[src/rtl/adder_pkg.sv]
`default_nettype none
// ============================================================================
// Module   : adder_pkg
// Purpose  : Shared default widths for the adder unit and its sub-blocks.
// Revision : 1.0
// ============================================================================
package adder_pkg;
   localparam int WIDTH_DEF = 4;
   localparam int CNT_W_DEF = 8;
endpackage : adder_pkg
`default_nettype wire

[src/rtl/adder_comb.sv]
`default_nettype none
// ============================================================================
// Module   : adder_comb
// Purpose  : Combinational full-precision unsigned add, carry-out in the MSB.
// Revision : 1.0
// ============================================================================
module adder_comb
   import adder_pkg::*;
#(
   parameter int WIDTH = WIDTH_DEF
) (
   input  logic [WIDTH-1:0] a_i,
   input  logic [WIDTH-1:0] b_i,
   output logic [WIDTH:0]   sum_o
);

   assign sum_o = {1'b0, a_i} + {1'b0, b_i};

endmodule : adder_comb
`default_nettype wire

[src/rtl/adder_unit.sv]
`default_nettype none
// ============================================================================
// Module   : adder_unit
// Purpose  : One-cycle registered adder with result hold and saturating
//            accepted-operation counter.
// Revision : 1.0
// ============================================================================
module adder_unit
   import adder_pkg::*;
#(
   parameter int WIDTH = WIDTH_DEF,
   parameter int CNT_W = CNT_W_DEF
) (
   input  logic             clk,
   input  logic             rst,
   input  logic [WIDTH-1:0] a,
   input  logic [WIDTH-1:0] b,
   input  logic             in_valid,
   output logic [WIDTH:0]   sum,
   output logic             out_valid,
   output logic             carry,
   output logic [CNT_W-1:0] op_count
);

   logic [WIDTH:0]   add_res;
   logic [WIDTH:0]   sum_q,   sum_d;
   logic             carry_q, carry_d;
   logic             valid_q, valid_d;
   logic [CNT_W-1:0] cnt_q,   cnt_d;

   adder_comb #(
      .WIDTH (WIDTH)
   ) u_adder_comb (
      .a_i   (a),
      .b_i   (b),
      .sum_o (add_res)
   );

   // Operands only reach the state through the in_valid mux, so idle-cycle
   // garbage on a/b can never disturb the held result.
   always_comb begin
      sum_d   = sum_q;
      carry_d = carry_q;
      valid_d = 1'b0;
      cnt_d   = cnt_q;
      if (in_valid) begin
         sum_d   = add_res;
         carry_d = add_res[WIDTH];
         valid_d = 1'b1;
         cnt_d   = (cnt_q == {CNT_W{1'b1}}) ? cnt_q : cnt_q + 1'b1;
      end
   end

   always_ff @(posedge clk) begin
      if (rst) begin
         sum_q   <= '0;
         carry_q <= 1'b0;
         valid_q <= 1'b0;
         cnt_q   <= '0;
      end else begin
         sum_q   <= sum_d;
         carry_q <= carry_d;
         valid_q <= valid_d;
         cnt_q   <= cnt_d;
      end
   end

   assign sum       = sum_q;
   assign carry     = carry_q;
   assign out_valid = valid_q;
   assign op_count  = cnt_q;

endmodule : adder_unit
`default_nettype wire

[config.mk]
export PLATFORM = sky130hd
export DESIGN_NAME = adder_unit
export DESIGN_NICKNAME = d
export VERILOG_FILES = /design/src/rtl/adder_pkg.sv /design/src/rtl/adder_comb.sv /design/src/rtl/adder_unit.sv
export SDC_FILE = /design/constraint.sdc
export NUM_CORES = 1
export LEC_CHECK = 0
export ABC_AREA = 1
export CAP_MARGIN = 10
export CORE_MARGIN = 2
export CORE_UTILIZATION = 41
export DETAILED_ROUTE_END_ITERATION = 6
export PLACE_DENSITY_LB_ADDON = 0.12
export SLEW_MARGIN = 20
export SYNTH_ARGS = -nofsm -noshare
export SYNTH_HDL_FRONTEND = slang
export SYNTH_SLANG_ARGS = --single-unit
[constraint.sdc]
create_clock -name clk -period 1.1 [get_ports clk]
set_input_delay 0.22 -clock clk [delete_from_list [all_inputs] [get_ports clk]]
set_output_delay 0.22 -clock clk [all_outputs]
set_load 0.01 [all_outputs]
==> results of run 1 <==
-- cells by family (layout without fill, tap and decap cells) --
| kind of cell | after synthesis | count (layout) |
|---|---|---|
| XOR/XNOR | 1 | 1 |
| AND/OR/NAND/NOR | 61 | 62 |
| buffers and inverters | 25 | 63 |
| flip-flops | 14 | 14 |
| AO/OA/AOI/OAI | 14 | 14 |
| adder cells (fa/ha/maj) | 6 | 6 |
-- final cells by class --
| class | count | area [um2] |
|---|---|---|
| Clock buffer | 3 | 22.52 |
| Clock inverter | 1 | 3.754 |
| Fill cell | 186 | 643.1 |
| Inverter | 20 | 75.07 |
| Multi-Input combinational cell | 83 | 584.3 |
| Sequential cell | 14 | 305.3 |
| Tap cell | 27 | 33.78 |
| Timing Repair Buffer | 39 | 294.0 |
-- synthesized netlist by cell type, drive strengths merged --
| master | number | area (um2) |
|---|---|---|
| dfxtp | 14 | 280.3 |
| inv | 20 | 75.07 |
| ha | 5 | 62.56 |
| nor2 | 23 | 108.9 |
| o21ai | 6 | 30.03 |
| xnor2 | 1 | 8.760 |
| nand4 | 1 | 6.260 |
| fa | 1 | 20.02 |
| nand2 | 27 | 111.4 |
| a21oi | 8 | 40.04 |
| nand3 | 8 | 50.05 |
| nand3b | 2 | 15.01 |
| buf | 5 | 42.53 |
-- flip-flops by register name, summed over array words and instances (netlist names) --
register,count
op_count,8
out_valid,1
sum,5
-- worst paths after layout --
check,cells after the start,end
min reg2reg,2,op_count[5]$_SDFFE_PP0P_
min,4,sum[0]$_SDFFE_PP0P_
max,6,op_count[1]$_SDFFE_PP0P_
max reg2reg,6,op_count[1]$_SDFFE_PP0P_
-- worst max-delay path: cells and delay by family, from the launching register on --
family	cells	cell delay, ns
flops	1	0.37
simple gates	4	0.37
compound gates	1	0.17
fa+ha+maj	1	0.15
-- metal layers --
layer | part of all wire (%) | vias up | GRT usage, %
met5 | 0 | - | 0
met4 | 0.63 | 0 | 5.556
met3 | 3.7 | 2 | 3.030
met2 | 55 | 20 | 35.56
met1 | 40 | 418 | 19.28
li1 | - | 453 | -
-- report_power, final --
| part | total, mW | switching [mW] | leakage (nW) | internal (mW) |
|---|---|---|---|---|
| registers | 0.544 | 0.0183 | 0.121 | 0.526 |
| logic | 0.268 | 0.134 | 0.553 | 0.134 |
| clock network | 0.299 | 0.168 | 0.0154 | 0.131 |
-- stage by stage --
step	worst slack [ns]	area, um2	instances	setup TNS (ns)	total power [mW]
after CTS	-0.05262	1309	185	-0.2050	1.127
after detailed placement	-0.6127	1230	180	-4.358	0.8370
after floorplan	-0.04138	885.9	121	-0.1829	0.6979
final	-0.05838	1319	187	-0.1703	1.111
after global routing	-0.1155	1319	187	-0.5918	1.196
after global placement	-0.5707	1230	180	-4.126	0.8313
-- timing repair --
item                                   in CTS  in global routing
cloned                                      1                  0
endpoints found under the hold margin       0                  0
buffers inserted                            0                  2
resized for setup                          64                 36
pin swaps                                  11                  6
setup endpoints to repair                  27                 24
==> results.yml, run 1 <==
cells_and_area:
  layout_commonest_cell: "nand2_1"
  antennaDiodeCount: 0
  nets: 178
  syn2layout_area_growth_pct: 55.00
  final_cell_mix: "nand2_1, inv_1, nor2_1, buf_4, buf_2"
  utilization_pct: 67.22
  drive_gt1_share_pct: 45.63
yosys:
  yosys_warnings: 0
  syn-instance-count: 121
  synth-simple-area-share_pct: 34.26
  syn-num-nets: 138
  ys_seq_area_share_pct: 32.94
  synth.distinct_cells: 20
  synthXorXnorAreaFrac_pct: 1.029
  synth-adder-area-share_pct: 9.706
  ys_seq_elements: 14
  netlist_area_um2: 850.8
  syn_avg_cell_area_um2: 7.032
  synth_compound_area_share_pct: 8.235
  synthMuxAreaShare_pct: 0
  synth_top_family_by_area: "simple AND/OR/NAND/NOR gates"
sta:
  drv_slew: 0
  relSlewSlack_pct: 83.90
  holdWs_ns: 0.3094
  grt_setup_unrepaired: "yes"
  min_period_ns: 1.158
  setup_viol: 6
  tightest_slew_ns: 0.2411
  hold_violations: 0
  fmax_ghz: 0.8633
  finClkSkew_ns: 0.01073
  min_period_over_period_pct: 105.3
  final.setup.worst_slack_ns: -0.05838
worst_setup_path:
  crit_path_start_kind: "flip-flop"
  crit_start: "op_count[0]$_SDFFE_PP0P_"
  cp_max_fo: 6
  max_stage_delay_ns: 0.37
  cp_data_arrival_time_ns: 1.34
  worstPathRequired_ns: 1.28
  critPathMostFrequentCell: "nand2_4"
  critical_path_class: "flip-flop to flip-flop"
  r2r_start: "op_count[0]$_SDFFE_PP0P_"
  path_cells: "ha_4 > nand2_4 > nor2_4 > nand2_4 > a21oi_1 > nor2_2"
  cp-end-kind: "flip-flop"
  r2r_slack_ns: -0.06
  slowest_stage: "dfxtp_4"
outcome:
  status: "finished with violations"
  violations: "negative setup slack"
floorplanning:
  core.rowCount: 16
  die_w_um: 49.56
  initial_utilization_pct: 43.37
  die_area_mm2: 0.002456
  die_h_um: 49.56
  io_pins: 26
  core-area_mm2: 0.001962
clock_network:
  clockBufferDepth: 2
  cts_tree: "yes"
  h-tree-depth: 1
  clk_latency_ns: 0.28
  cts_hold_buffers: 0
  clk_pin_slew_ns: 0.09
  cts_buffers: 3
  cts_root_buf: "clkbuf_4"
  cts.sinks: 14
route:
  routed_wl_um: 2209
  routed-via-count: 893
  drt_iter0_drc: 12
  routedWlPerCell_um: 11.81
  antenna_left: 0
  dr.pass1.iters: 4
  drc: 0
  viasPerCell: 4.775
global_routing:
  grt_max_degree: 11
  antenna_found_initial: 0
  grt_pass1_wl_um: 3484
  track_usage_pct: 18.12
  grt_pass1_vias: 866
  grt_overflow: 0
min_path:
  min_from: "b[0]"
  hp-class: "input pin to flip-flop"
placement:
  port_buffers: 25
  hpwlAfterDp_um: 1483
  gp_congestion: 0.7710
power:
  ir_drop_v: 0.0005890
  p_per_area_mw_per_mm2: 842.7
  p_leak_nw: 0.6891
run:
  cap_viol_max_count: 0
Power figures use the tool's default switching activity.
==> run 2, diff against run 1 <==
- RECOVER_POWER: default -> 100
==> results.yml, run 2 (same netlist as run 1, synthesis figures left out) <==
sta:
  setup_tns_ns: -0.1763
  min_period_ns: 1.160
  drv_slew: 0
  tightest_slew_ns: 0.2497
  final.setup.worst_slack_ns: -0.05964
  hold_violations: 0
  setup_viol: 6
  relSlewSlack_pct: 83.32
  grt_setup_unrepaired: "yes"
  finClkSkew_ns: 0.009886
  fmax_ghz: 0.8623
  holdWs_ns: 0.3099
  min_period_over_period_pct: 105.4
cells_and_area:
  register_area_um2: 299.0
  final_cell_mix: "nand2_1, inv_1, nor2_1, buf_4, dfxtp_1"
  fill_cells: 191
  largest_reg_flops: 8
  multi_input_area_um2: 584.3
  antennaDiodeCount: 0
  layout_commonest_cell: "nand2_1"
  drive_gt1_share_pct: 40.00
  nets: 178
  syn2layout_area_growth_pct: 53.38
floorplanning:
  io_pins: 26
  die_w_um: 49.56
  core.rowCount: 16
  die_area_mm2: 0.002456
  initial_utilization_pct: 43.37
  die_h_um: 49.56
  core-area_mm2: 0.001962
global_routing:
  antenna_found_initial: 0
  grt_pass1_wl_um: 3484
  track_usage_pct: 18.12
  grt_pass1_vias: 866
  grt_overflow: 0
  grt_max_degree: 11
run:
  cap_viol_max_count: 0
route:
  antenna_left: 0
  drc: 0
  routed_wl_um: 2217
  viasPerCell: 4.802
  dr.pass1.iters: 4
  routed-via-count: 898
  routedWlPerCell_um: 11.86
  drt_iter0_drc: 12
worst_setup_path:
  crit_path_start_kind: "flip-flop"
  cp_data_arrival_time_ns: 1.34
  critical_path_class: "flip-flop to flip-flop"
  cp-end-kind: "flip-flop"
  worstPathRequired_ns: 1.28
  cp_max_fo: 6
clock_network:
  cts.sinks: 14
  cts_hold_buffers: 0
  clockBufferDepth: 2
  cts_root_buf: "clkbuf_4"
  cts_buffers: 3
  h-tree-depth: 1
  clk_pin_slew_ns: 0.09
  clk_latency_ns: 0.28
  cts_tree: "yes"
min_path:
  hp-class: "input pin to flip-flop"
placement:
  port_buffers: 25
  hpwlAfterDp_um: 1483
  gp_congestion: 0.7710
power:
  p_per_area_mw_per_mm2: 847.1
  p_leak_nw: 0.6734
  ir_drop_v: 0.0005864
outcome:
  status: "finished with violations"
  violations: "negative setup slack"
==> run 2: metal layers <==
metal  vias to the layer above  part of all wire, %  global-route usage (%)
met5                         -                    0                       0
met3                         2                  3.6                   3.030
li1                        451                    -                       -
met1                       424                   40                   19.28
met4                         0                 0.63                   5.556
met2                        21                   56                   35.56
==> run 2: per-stage QoR <==
stage               utilization (%)  setup slack [ns]  area, um2  std cells  power [mW]
floorplan                         -          -0.04138      885.9        121      0.6979
global placement              62.69           -0.5707       1230        180      0.8313
detailed placement            62.69           -0.6127       1230        180      0.8370
CTS                           66.71          -0.05262       1309        185       1.127
global route                  66.52           -0.1155       1305        187       1.190
finish                        66.52          -0.05964       1305        187       1.105
==> run 2: critical path, cell delays in order, from the launching register on <==
cell and delay (ns):
dfxtp_4 0.37, ha_4 0.15, nand2_4 0.06, nor2_4 0.14, nand2_4 0.11, a21oi_1 0.17, nor2_2 0.06
==> run 2: where the power goes <==
part | total (mW) | leakage [nW] | switching (mW) | internal (mW)
sequential | 0.543 | 0.118 | 0.0185 | 0.525
clock | 0.299 | 0.0154 | 0.167 | 0.131
combinational | 0.263 | 0.540 | 0.134 | 0.129
==> run 2: repair_timing <==
item / CTS / global route
gates cloned: 1 / 0
resized for setup: 64 / 36
pin swaps: 11 / 6
setup buffers: 0 / 2
endpoints found under the hold margin: 0 / 0
endpoints found under the setup margin: 27 / 24
==> run 2: path summary, 6_finish.rpt <==
path	start	depth (start not counted)	slack, ns	end
worst max-delay path	op_count[0]$_SDFFE_PP0P_	6	-0.06	op_count[1]$_SDFFE_PP0P_
worst min-delay path	b[0]	4	0.31	sum[0]$_SDFFE_PP0P_
worst max register to register	op_count[0]$_SDFFE_PP0P_	6	-0.06	op_count[1]$_SDFFE_PP0P_
worst min register to register	sum[0]$_SDFFE_PP0P_	2	0.51	sum[0]$_SDFFE_PP0P_
==> run 2: cell type report <==
| type | count | area share [%] |
|---|---|---|
| well taps | 27 | 2.589 |
| multi-input cells | 83 | 44.77 |
| flip-flops and latches | 14 | 22.91 |
| clock buffers | 3 | 1.726 |
| clock inverters | 1 | 0.2876 |
| repair buffers | 39 | 21.96 |
| inverters | 20 | 5.753 |
==> run 3, diff against run 2 <==
- CORE_UTILIZATION: 41 -> 43
- CTS_BUF_LIST: default -> sky130_fd_sc_hd__clkbuf_8
==> results.yml, run 3 (same netlist as run 1, synthesis figures left out) <==
outcome:
  status: "finished with violations"
  violations: "negative setup slack"
floorplanning:
  io_pins: 26
  die_h_um: 48.48
  core.rowCount: 16
  die_w_um: 48.48
  die_area_mm2: 0.002350
  core-area_mm2: 0.001922
  initial_utilization_pct: 44.27
worst_setup_path:
  r2r_start: "op_count[3]$_SDFFE_PP0P_"
  critical_path_class: "flip-flop to flip-flop"
  r2r_slack_ns: -0.07
  crit_path_start_kind: "flip-flop"
  crit_family: "simple AND/OR/NAND/NOR gates"
  cp-end-kind: "flip-flop"
  rr_endpoint: "op_count[2]$_SDFFE_PP0P_"
  max_stage_delay_ns: 0.37
  slowest_stage: "dfxtp_1"
  worstPathRequired_ns: 1.27
  cp_max_fo: 6
  path_cells: "buf_4 > inv_1 > nor2_4 > nand2_4 > nand3b_1 > nand2_1 > nor2_2"
  worst-path-buf-inv: 2
  cp_data_arrival_time_ns: 1.34
  reg2reg_depth: 7
global_routing:
  track_usage_pct: 18.24
  grt_pass1_vias: 818
  grt_pass1_wl_um: 3436
  grt_overflow: 0
  grt_max_degree: 12
  antenna_found_initial: 0
cells_and_area:
  final_cells: 188
  layout_commonest_cell: "nand2_1"
  final_cell_mix: "nand2_1, inv_1, nor2_1, buf_4, clkdlybuf4s15_1"
  nets: 179
  largest_reg_flops: 8
  antennaDiodeCount: 0
  syn2layout_area_growth_pct: 63.24
  drive_gt1_share_pct: 34.78
clock_network:
  cts.sinks: 14
  clockBufferDepth: 2
  h-tree-depth: 1
  clk_pin_slew_ns: 0.06
  clk_latency_ns: 0.24
  cts_tree: "yes"
  cts_root_buf: "clkbuf_8"
  cts_buffers: 3
min_path:
  min_from: "a[0]"
  whs_path_depth: 4
  hold_end: "sum[0]$_SDFFE_PP0P_"
  hp-class: "input pin to flip-flop"
placement:
  gp_congestion: 0.7596
  hpwlAfterDp_um: 1475
  port_buffers: 25
  dp_cells: 180
power:
  ir_drop_v: 0.0007149
  finalPower_mw: 1.246
  p_per_area_mw_per_mm2: 897.5
  p_leak_nw: 0.7006
sta:
  tightest_slew_ns: 0.1923
  fmax_ghz: 0.8567
  relSlewSlack_pct: 87.16
  grt_setup_unrepaired: "yes"
  finClkSkew_ns: 0.002615
  setup_viol: 7
  min_period_over_period_pct: 106.1
  drv_slew: 0
  min_period_ns: 1.167
  hold_violations: 0
  final.setup.worst_slack_ns: -0.06731
route:
  drc: 0
  routed-via-count: 877
  antenna_left: 0
  drt_iter0_drc: 16
  viasPerCell: 4.665
  routedWlPerCell_um: 11.47
  dr.pass1.iters: 4
  routed_wl_um: 2157
run:
  cap_viol_max_count: 0
run 3: worst min-delay path: cells and delay by family:
kind	cells	cell delay (ns)
buf+inv	1	0.10
fa+ha+maj	1	0.12
simple gates	2	0.11
run 3: routing by layer:
| layer | wire length (um) | vias up | GRT usage, % |
|---|---|---|---|
| met3 | 92 | 2 | 3.086 |
| met1 | 940 | 395 | 22.11 |
| met5 | 0 | - | 0 |
| li1 | - | 450 | - |
| met4 | 19 | 0 | 5.714 |
| met2 | 1104 | 30 | 32.87 |
run 3: how the worst max path moves through the flow:
stage	startpoint	endpoint	slack [ns]	cells after the start
after global routing	op_count[1]$_SDFFE_PP0P_	op_count[2]$_SDFFE_PP0P_	-0.12	7
after global placement	a[0]	sum[2]$_SDFFE_PP0P_	-0.57	7
after floorplan	op_count[1]$_SDFFE_PP0P_	op_count[5]$_SDFFE_PP0P_	-0.04	7
final	op_count[3]$_SDFFE_PP0P_	op_count[2]$_SDFFE_PP0P_	-0.07	7
after detailed placement	a[0]	sum[4]$_SDFFE_PP0P_	-0.63	7
after CTS	op_count[1]$_SDFFE_PP0P_	op_count[2]$_SDFFE_PP0P_	-0.02	7
run 3: where the power goes:
part | total, mW | switching [mW] | internal [mW] | leakage (nW)
combinational | 0.264 | 0.127 | 0.137 | 0.555
clock | 0.431 | 0.184 | 0.246 | 0.0269
sequential | 0.552 | 0.0193 | 0.533 | 0.119
run 3: what timing repair did:
action / in CTS / in global routing
gates resized for setup: 46 / 23
gates cloned: 1 / 0
buffers inserted: 1 / 2
hold buffers: 0 / 0
pin swaps: 8 / 11
endpoints found under the setup margin: 25 / 20
run 3: layout make-up:
class                      count  area, um2
multi-input combinational     83      575.6
fill                         163      533.0
timing repair buffer          40      364.1
sequential                    14      295.3
inverter                      20      75.07
clock buffer                   3      41.29
tap                           27      33.78
clock inverter                 1      3.754
run 3: stage by stage:
stage	util (%)	setup TNS, ns	setup WS, ns	cell area (um2)	hold slack (ns)
finish	72.27	-0.1926	-0.06731	1389	0.3465
global route	72.27	-0.7037	-0.1238	1389	0.4054
CTS	67.97	-0.09601	-0.02179	1306	0.3492
detailed placement	64.00	-4.047	-0.6275	1230	0.4973
global placement	64.00	-3.880	-0.5652	1230	0.4857
floorplan	-	-0.1829	-0.04138	885.9	0.2924
